**config.mk**
```make
export PLATFORM = sky130hd
export DESIGN_NAME = serial_cmd_frame_bridge
export DESIGN_NICKNAME = d
export VERILOG_FILES = /design/src/rtl/serial_cmd_frame_bridge.sv
export SDC_FILE = /design/constraint.sdc
export NUM_CORES = 1
export LEC_CHECK = 0
export CAP_MARGIN = 20
export CELL_PAD_IN_SITES_DETAIL_PLACEMENT = 1
export CELL_PAD_IN_SITES_GLOBAL_PLACEMENT = 2
export CORE_ASPECT_RATIO = 0.5
export CORE_MARGIN = 5
export CORE_UTILIZATION = 27
export DETAILED_ROUTE_END_ITERATION = 10
export PLACE_DENSITY = 0.67
export SLEW_MARGIN = 10
export SYNTH_ARGS = -nofsm -noshare
export SYNTH_HDL_FRONTEND = slang
export SYNTH_SLANG_ARGS = --single-unit
```
**constraint.sdc**
```tcl
create_clock -name clk -period 4.85 [get_ports clk]
set_input_delay 0.7275 -clock clk [delete_from_list [all_inputs] [get_ports clk]]
set_output_delay 0.7275 -clock clk [all_outputs]
set_load 0.05 [all_outputs]
```
**src/rtl/serial_cmd_frame_bridge.sv**
```systemverilog
// serial_cmd_frame_bridge: parses a {out_len, in_len, cmd} header from a narrow
// EXT_W beat stream, hands the command to the core, then packs EXT_W beats into
// 64-bit core input words and unpacks 64-bit core results into EXT_W beats.
module serial_cmd_frame_bridge #(
    parameter int EXT_W     = 8,
    parameter int CMD_W     = 16,
    parameter int LEN_W     = 16,
    parameter bit MSB_FIRST = 1'b0
) (
    input  logic             clk,
    input  logic             rst,
    input  logic [EXT_W-1:0] ext_in,
    input  logic             ext_in_isReady,
    output logic             ext_in_canReceive,
    output logic [EXT_W-1:0] ext_out,
    output logic             ext_out_isReady,
    input  logic             ext_out_canReceive,
    output logic [CMD_W-1:0] cmd,
    output logic             cmd_hasAny,
    input  logic             cmd_consume,
    output logic [63:0]      in,
    output logic             in_isReady,
    input  logic             in_canReceive,
    input  logic [63:0]      out,
    input  logic             out_isReady,
    output logic             out_canReceive,
    output logic             busy,
    output logic             frame_done
);

    localparam int BEATS    = 64 / EXT_W;
    localparam int HDR_BITS = CMD_W + 2 * LEN_W;
    localparam int HB       = (HDR_BITS + EXT_W - 1) / EXT_W;
    localparam int CNT_W    = (BEATS > 1) ? $clog2(BEATS) : 1;
    localparam int HCNT_W   = (HB > 1) ? $clog2(HB) : 1;
    localparam logic [CNT_W-1:0]  LAST_BEAT = CNT_W'(BEATS - 1);
    localparam logic [HCNT_W-1:0] LAST_HDR  = HCNT_W'(HB - 1);

    typedef enum logic [1:0] {S_IDLE, S_HDR, S_CMD, S_XFER} state_t;

    state_t                state_q, state_d;
    logic [HCNT_W-1:0]     hcnt_q, hcnt_d;
    logic [HB*EXT_W-1:0]   hdr_q, hdr_d, hdr_now;
    logic [CMD_W-1:0]      cmd_q, cmd_d;
    logic                  cmd_vld_q, cmd_vld_d;
    logic [LEN_W-1:0]      in_rem_q, in_rem_d;
    logic [LEN_W-1:0]      out_rem_q, out_rem_d;
    logic [CNT_W-1:0]      pk_cnt_q, pk_cnt_d;
    logic [63:0]           pk_data_q, pk_data_d;
    logic                  pk_full_q, pk_full_d;
    logic [CNT_W-1:0]      up_cnt_q, up_cnt_d;
    logic [63:0]           up_data_q, up_data_d;
    logic                  up_full_q, up_full_d;
    logic [EXT_W-1:0]      ext_out_q, ext_out_d;
    logic                  busy_q, busy_d;
    logic                  frame_done_q, frame_done_d;
    logic                  ext_in_fire, in_fire, out_fire, ext_out_fire;

    // Word slot (in EXT_W units) that beat k of a word occupies.
    function automatic int beat_pos(input logic [CNT_W-1:0] k);
        return MSB_FIRST ? (BEATS - 1 - int'(k)) : int'(k);
    endfunction

    function automatic logic [EXT_W-1:0] beat_sel(input logic [63:0] w, input logic [CNT_W-1:0] k);
        return w[beat_pos(k)*EXT_W +: EXT_W];
    endfunction

    // Ready signals decode the current state; held low while reset is asserted.
    always_comb begin
        ext_in_canReceive = rst && ((state_q == S_IDLE) || (state_q == S_HDR) ||
                            ((state_q == S_XFER) && (in_rem_q != '0) && !pk_full_q));
        out_canReceive    = rst && (state_q == S_XFER) && (out_rem_q != '0) && !up_full_q;
        ext_in_fire       = ext_in_isReady && ext_in_canReceive;
        in_fire           = pk_full_q && in_canReceive;
        out_fire          = out_isReady && out_canReceive;
        ext_out_fire      = up_full_q && ext_out_canReceive;
    end

    // Next-state logic: frame FSM, header capture, packer and unpacker.
    always_comb begin
        state_d      = state_q;
        hcnt_d       = hcnt_q;
        hdr_d        = hdr_q;
        cmd_d        = cmd_q;
        in_rem_d     = in_rem_q;
        out_rem_d    = out_rem_q;
        pk_cnt_d     = pk_cnt_q;
        pk_data_d    = pk_data_q;
        pk_full_d    = pk_full_q;
        up_cnt_d     = up_cnt_q;
        up_data_d    = up_data_q;
        up_full_d    = up_full_q;
        ext_out_d    = ext_out_q;
        frame_done_d = 1'b0;
        hdr_now      = hdr_q;
        hdr_now[int'(hcnt_q)*EXT_W +: EXT_W] = ext_in;

        case (state_q)
            S_IDLE, S_HDR: begin
                if (ext_in_fire) begin
                    hdr_d = hdr_now;
                    if (hcnt_q == LAST_HDR) begin
                        hcnt_d    = '0;
                        state_d   = S_CMD;
                        cmd_d     = hdr_now[CMD_W-1:0];
                        in_rem_d  = hdr_now[CMD_W +: LEN_W];
                        out_rem_d = hdr_now[CMD_W+LEN_W +: LEN_W];
                    end else begin
                        hcnt_d  = hcnt_q + HCNT_W'(1);
                        state_d = S_HDR;
                    end
                end
            end
            S_CMD: begin
                if (cmd_consume) begin
                    if ((in_rem_q == '0) && (out_rem_q == '0)) begin
                        state_d      = S_IDLE;
                        frame_done_d = 1'b1;
                    end else begin
                        state_d = S_XFER;
                    end
                end
            end
            S_XFER: begin
                if ((in_rem_q == '0) && (out_rem_q == '0) && !pk_full_q && !up_full_q) begin
                    state_d      = S_IDLE;
                    frame_done_d = 1'b1;
                end
            end
            default: state_d = S_IDLE;
        endcase

        // Packer: only data beats (XFER) land here; header beats never do.
        if ((state_q == S_XFER) && ext_in_fire) begin
            pk_data_d[beat_pos(pk_cnt_q)*EXT_W +: EXT_W] = ext_in;
            if (pk_cnt_q == LAST_BEAT) begin
                pk_cnt_d  = '0;
                pk_full_d = 1'b1;
                in_rem_d  = in_rem_q - LEN_W'(1);
            end else begin
                pk_cnt_d = pk_cnt_q + CNT_W'(1);
            end
        end
        if (in_fire) pk_full_d = 1'b0;

        // Unpacker: capture and last-beat drain are exclusive via up_full_q.
        if (out_fire) begin
            up_data_d = out;
            up_full_d = 1'b1;
            up_cnt_d  = '0;
            ext_out_d = beat_sel(out, '0);
            out_rem_d = out_rem_q - LEN_W'(1);
        end
        if (ext_out_fire) begin
            if (up_cnt_q == LAST_BEAT) begin
                up_full_d = 1'b0;
                up_cnt_d  = '0;
            end else begin
                up_cnt_d  = up_cnt_q + CNT_W'(1);
                ext_out_d = beat_sel(up_data_q, up_cnt_q + CNT_W'(1));
            end
        end

        busy_d    = (state_d != S_IDLE);
        cmd_vld_d = (state_d == S_CMD);
    end

    // State and output registers; async reset discards any partial frame.
    always_ff @(posedge clk or negedge rst) begin
        if (!rst) begin
            state_q      <= S_IDLE;
            hcnt_q       <= '0;
            hdr_q        <= '0;
            cmd_q        <= '0;
            cmd_vld_q    <= 1'b0;
            in_rem_q     <= '0;
            out_rem_q    <= '0;
            pk_cnt_q     <= '0;
            pk_data_q    <= '0;
            pk_full_q    <= 1'b0;
            up_cnt_q     <= '0;
            up_data_q    <= '0;
            up_full_q    <= 1'b0;
            ext_out_q    <= '0;
            busy_q       <= 1'b0;
            frame_done_q <= 1'b0;
        end else begin
            state_q      <= state_d;
            hcnt_q       <= hcnt_d;
            hdr_q        <= hdr_d;
            cmd_q        <= cmd_d;
            cmd_vld_q    <= cmd_vld_d;
            in_rem_q     <= in_rem_d;
            out_rem_q    <= out_rem_d;
            pk_cnt_q     <= pk_cnt_d;
            pk_data_q    <= pk_data_d;
            pk_full_q    <= pk_full_d;
            up_cnt_q     <= up_cnt_d;
            up_data_q    <= up_data_d;
            up_full_q    <= up_full_d;
            ext_out_q    <= ext_out_d;
            busy_q       <= busy_d;
            frame_done_q <= frame_done_d;
        end
    end

    assign cmd             = cmd_q;
    assign cmd_hasAny      = cmd_vld_q;
    assign in              = pk_data_q;
    assign in_isReady      = pk_full_q;
    assign ext_out         = ext_out_q;
    assign ext_out_isReady = up_full_q;
    assign busy            = busy_q;
    assign frame_done      = frame_done_q;

endmodule

```
==> qor.yml <==
layout:
  drive_gt1_frac: 0.143
  fin_nets: 1361
  fillers: 4714
  fin_area_mm2: 0.0148
  layout.cells.non_filler: 1861
  syn2layout_area_growth_pct: 27.6
worst_setup_path:
  path_buf_inv: 3
  critPathKind: "reg -> out"
  r2r_slack_ns: 1.69
  endpoint_kind: "primary output"
  cp.required_ns: 4.12
  cp_slowest_stage_delay_ns: 0.70
  crit_path_top_delay_cell: "clkdlybuf4s50_1"
  critical_path.max_fanout: 9
  worstPathArrival_ns: 3.24
  cp_cell_sequence: "inv_1, ha_1, or3b_1, nor4_4, buf_4, o21ai_0, and2_1, clkdlybuf4s50_1"
  cp-start-kind: "flip-flop"
  cpLargestDelayFamily: "simple AND/OR/NAND/NOR gates"
die:
  die_x_um: 304
  dieArea_mm2: 0.0476
  num_io_pins: 174
  die_y_um: 157
  start_util: 0.275
  row_count: 53
  core_mm2: 0.0423
placement:
  placed_area_mm2: 0.0140
  place_worst_setup_slack_ns: 1.34
  numPortBuffers: 173
  dp_hpwl_um: 24900
  routabilityCongestion: 0.770
  place_inst: 1813
power_and_ir_drop:
  internal_power_mw: 5.32
  leakage_nw: 6.66
  p_per_area_mw_per_mm2: 585
  ir_drop_mv: 0.251
  combinationalPowerShare: 0.379
  seqPwrFrac: 0.384
  clkPwrFrac: 0.237
  switching_power_mw: 3.37
  p_sw_frac: 0.388
run:
  maxCapViolations: 0
timing:
  timing.final.ws_setup_ns: 0.881
  finalClockSkew_ns: 0.0112
  max_freq_ghz: 0.252
  fin_crit_sh: 0.818
  min_period_ns: 3.97
  slew_headroom: 0.283
  fin_tns_setup_ns: 0
  drv_slew: 0
  hold_viol_final: 0
  worstMarginPinSlew_ns: 1.07
  rsz0062_at_grt: "false"
  setup-violations-final: 0
logic_synthesis:
  ys.warnings.count: 0
  ys_types: 61
  synthTopCellsByArea: "dfrtp_1 (53%), nand2_1 (9.0%), mux2_2 (8.0%)"
  avgSynthCellArea_um2: 10.4
  seq_area_frac_synth: 0.534
  synth_seq_cells: 248
  ys_dominant_reg_cell: "dfrtp_1"
  synth.most_common_cell: "nand2_1"
  synth_common_cells: "nand2_1 (279), dfrtp_1 (248), mux2_2 (83), o21ai_0 (61), clkbuf_1 (54)"
  yosysTopAreaCell: "dfrtp_1"
  synthCells: 1114
  ys_async_sr_fraction: 1.00
  syn_area_mm2: 0.0116
  synth_edf_count: 0
  netlist.area_leader.share: 0.534
  synth_nets: 1211
cts:
  postCtsSetupRepairBufs: 0
  cts_buffers: 26
  clk_pin_slew_ns: 0.06
  h-tree-depth: 1
  clockRootBuffer: "clkbuf_16"
  cts_buffer_depth: 3
  hold_buffers: 0
  cts_num_sinks: 248
  postCtsResizedCells: 0
  cts_tree: "built"
  insertion_delay_ns: 0.54
routing:
  first_pass_iters: 4
  drt_first_iter_violations: 458
  route.detailed.drc: 0
  wl_um: 36000
  antenna_left: 0
  wl_per_cell_um: 19.3
  via_count: 8902
  via_per_inst: 4.78
grt:
  grt_max_degree: 166
  grt_usage: 0.150
  grt_remaining_overflow: 0
  grt_pass1_vias: 9878
  grt_pass1_wl_um: 57000
  antenna_found_initial: 0
run_status:
  outcome: "completed"
hold_path:
  min_path_type: "in -> async"
flip-flops by register name (all words and copies together), names as in the netlist, 8 cells and up:
signal,flops
hdr_q,48
ext_out,8
up_data_q,64
cmd,16
in,64
in_rem_q,16
out_rem_q,16
final timing paths:
| path | to | depth (start not counted) | from |
|---|---|---|---|
| max | ext_in_canReceive | 8 | in_rem_q[0] |
| min | in[55] | 1 | rst |
| max reg2reg | hdr_q[34] | 7 | hcnt_q[0] |
| min reg2reg | up_data_q[50] | 2 | up_data_q[50] |
| max in group asynchronous | in[21] | 2 | rst |
| min in group clk | up_data_q[50] | 2 | up_data_q[50] |
cell families (layout without fill, tap and decap cells):
logic type,after synthesis,after routing,synth area share
flops,248,248,0.534
other cells,0,1,0
mux,123,123,0.132
xor+xnor,4,4,0.00301
fa+ha+maj,18,18,0.0194
compound gates,175,175,0.102
buf+inv,83,252,0.0274
simple gates,463,463,0.183
cell type report:
class                           count  area, um^2  share of cell area
Tap cell                          577         722              0.0486
Inverter                           19        71.3             0.00480
Timing Repair Buffer              186        1850               0.125
Antenna cell                        1        2.50            0.000169
Multi-Input combinational cell    783        5120               0.345
Clock buffer                       33         748              0.0504
Sequential cell                   248        6210               0.418
Clock inverter                     14         129             0.00868
cell usage in the layout, fill, tap and decap left out, types with 8 or more instances in the layout:
master / n
nand3_1: 23
or3_1: 8
and2_1: 26
clkdlybuf4s50_1: 172
mux2_2: 83
dfrtp_1: 248
o21ai_0: 61
clkbuf_16: 27
a22o_1: 8
nor3_1: 20
clkinv_2: 9
inv_1: 19
mux4_2: 16
a221oi_1: 9
a21oi_1: 25
o211ai_1: 11
nor4_1: 11
mux2i_1: 24
ha_1: 18
nand2_1: 278
buf_4: 11
nor2_1: 36
nand4_1: 8
power groups by stage:
stage	Combinational, mW	Clock (mW)	Sequential (mW)
global route	3.62	2.22	3.44
floorplan	1.85	0	3.69
global placement	3.26	0	3.33
detailed placement	3.36	0	3.37
CTS	3.37	2.14	3.34
finish	3.29	2.06	3.34
stage by stage:
step	utilization	power, mW	hold WS, ns
global route	0.351	9.27	0.242
finish	0.351	8.69	0.166
global placement	0.330	6.59	0.456
floorplan	-	5.54	0.432
CTS	0.351	8.85	0.219
detailed placement	0.330	6.73	0.461
per-layer routing:
layer	vias to the layer above	wire, um	global-route usage	share of wire
li1	4203	-	-	-
met1	4573	15800	0.195	0.44
met2	88	18500	0.273	0.52
met3	38	1020	0.0197	0.028
met4	0	610	0.0259	0.017
met5	-	0	0	0
No activity file was read; power rests on OpenSTA's default activity.
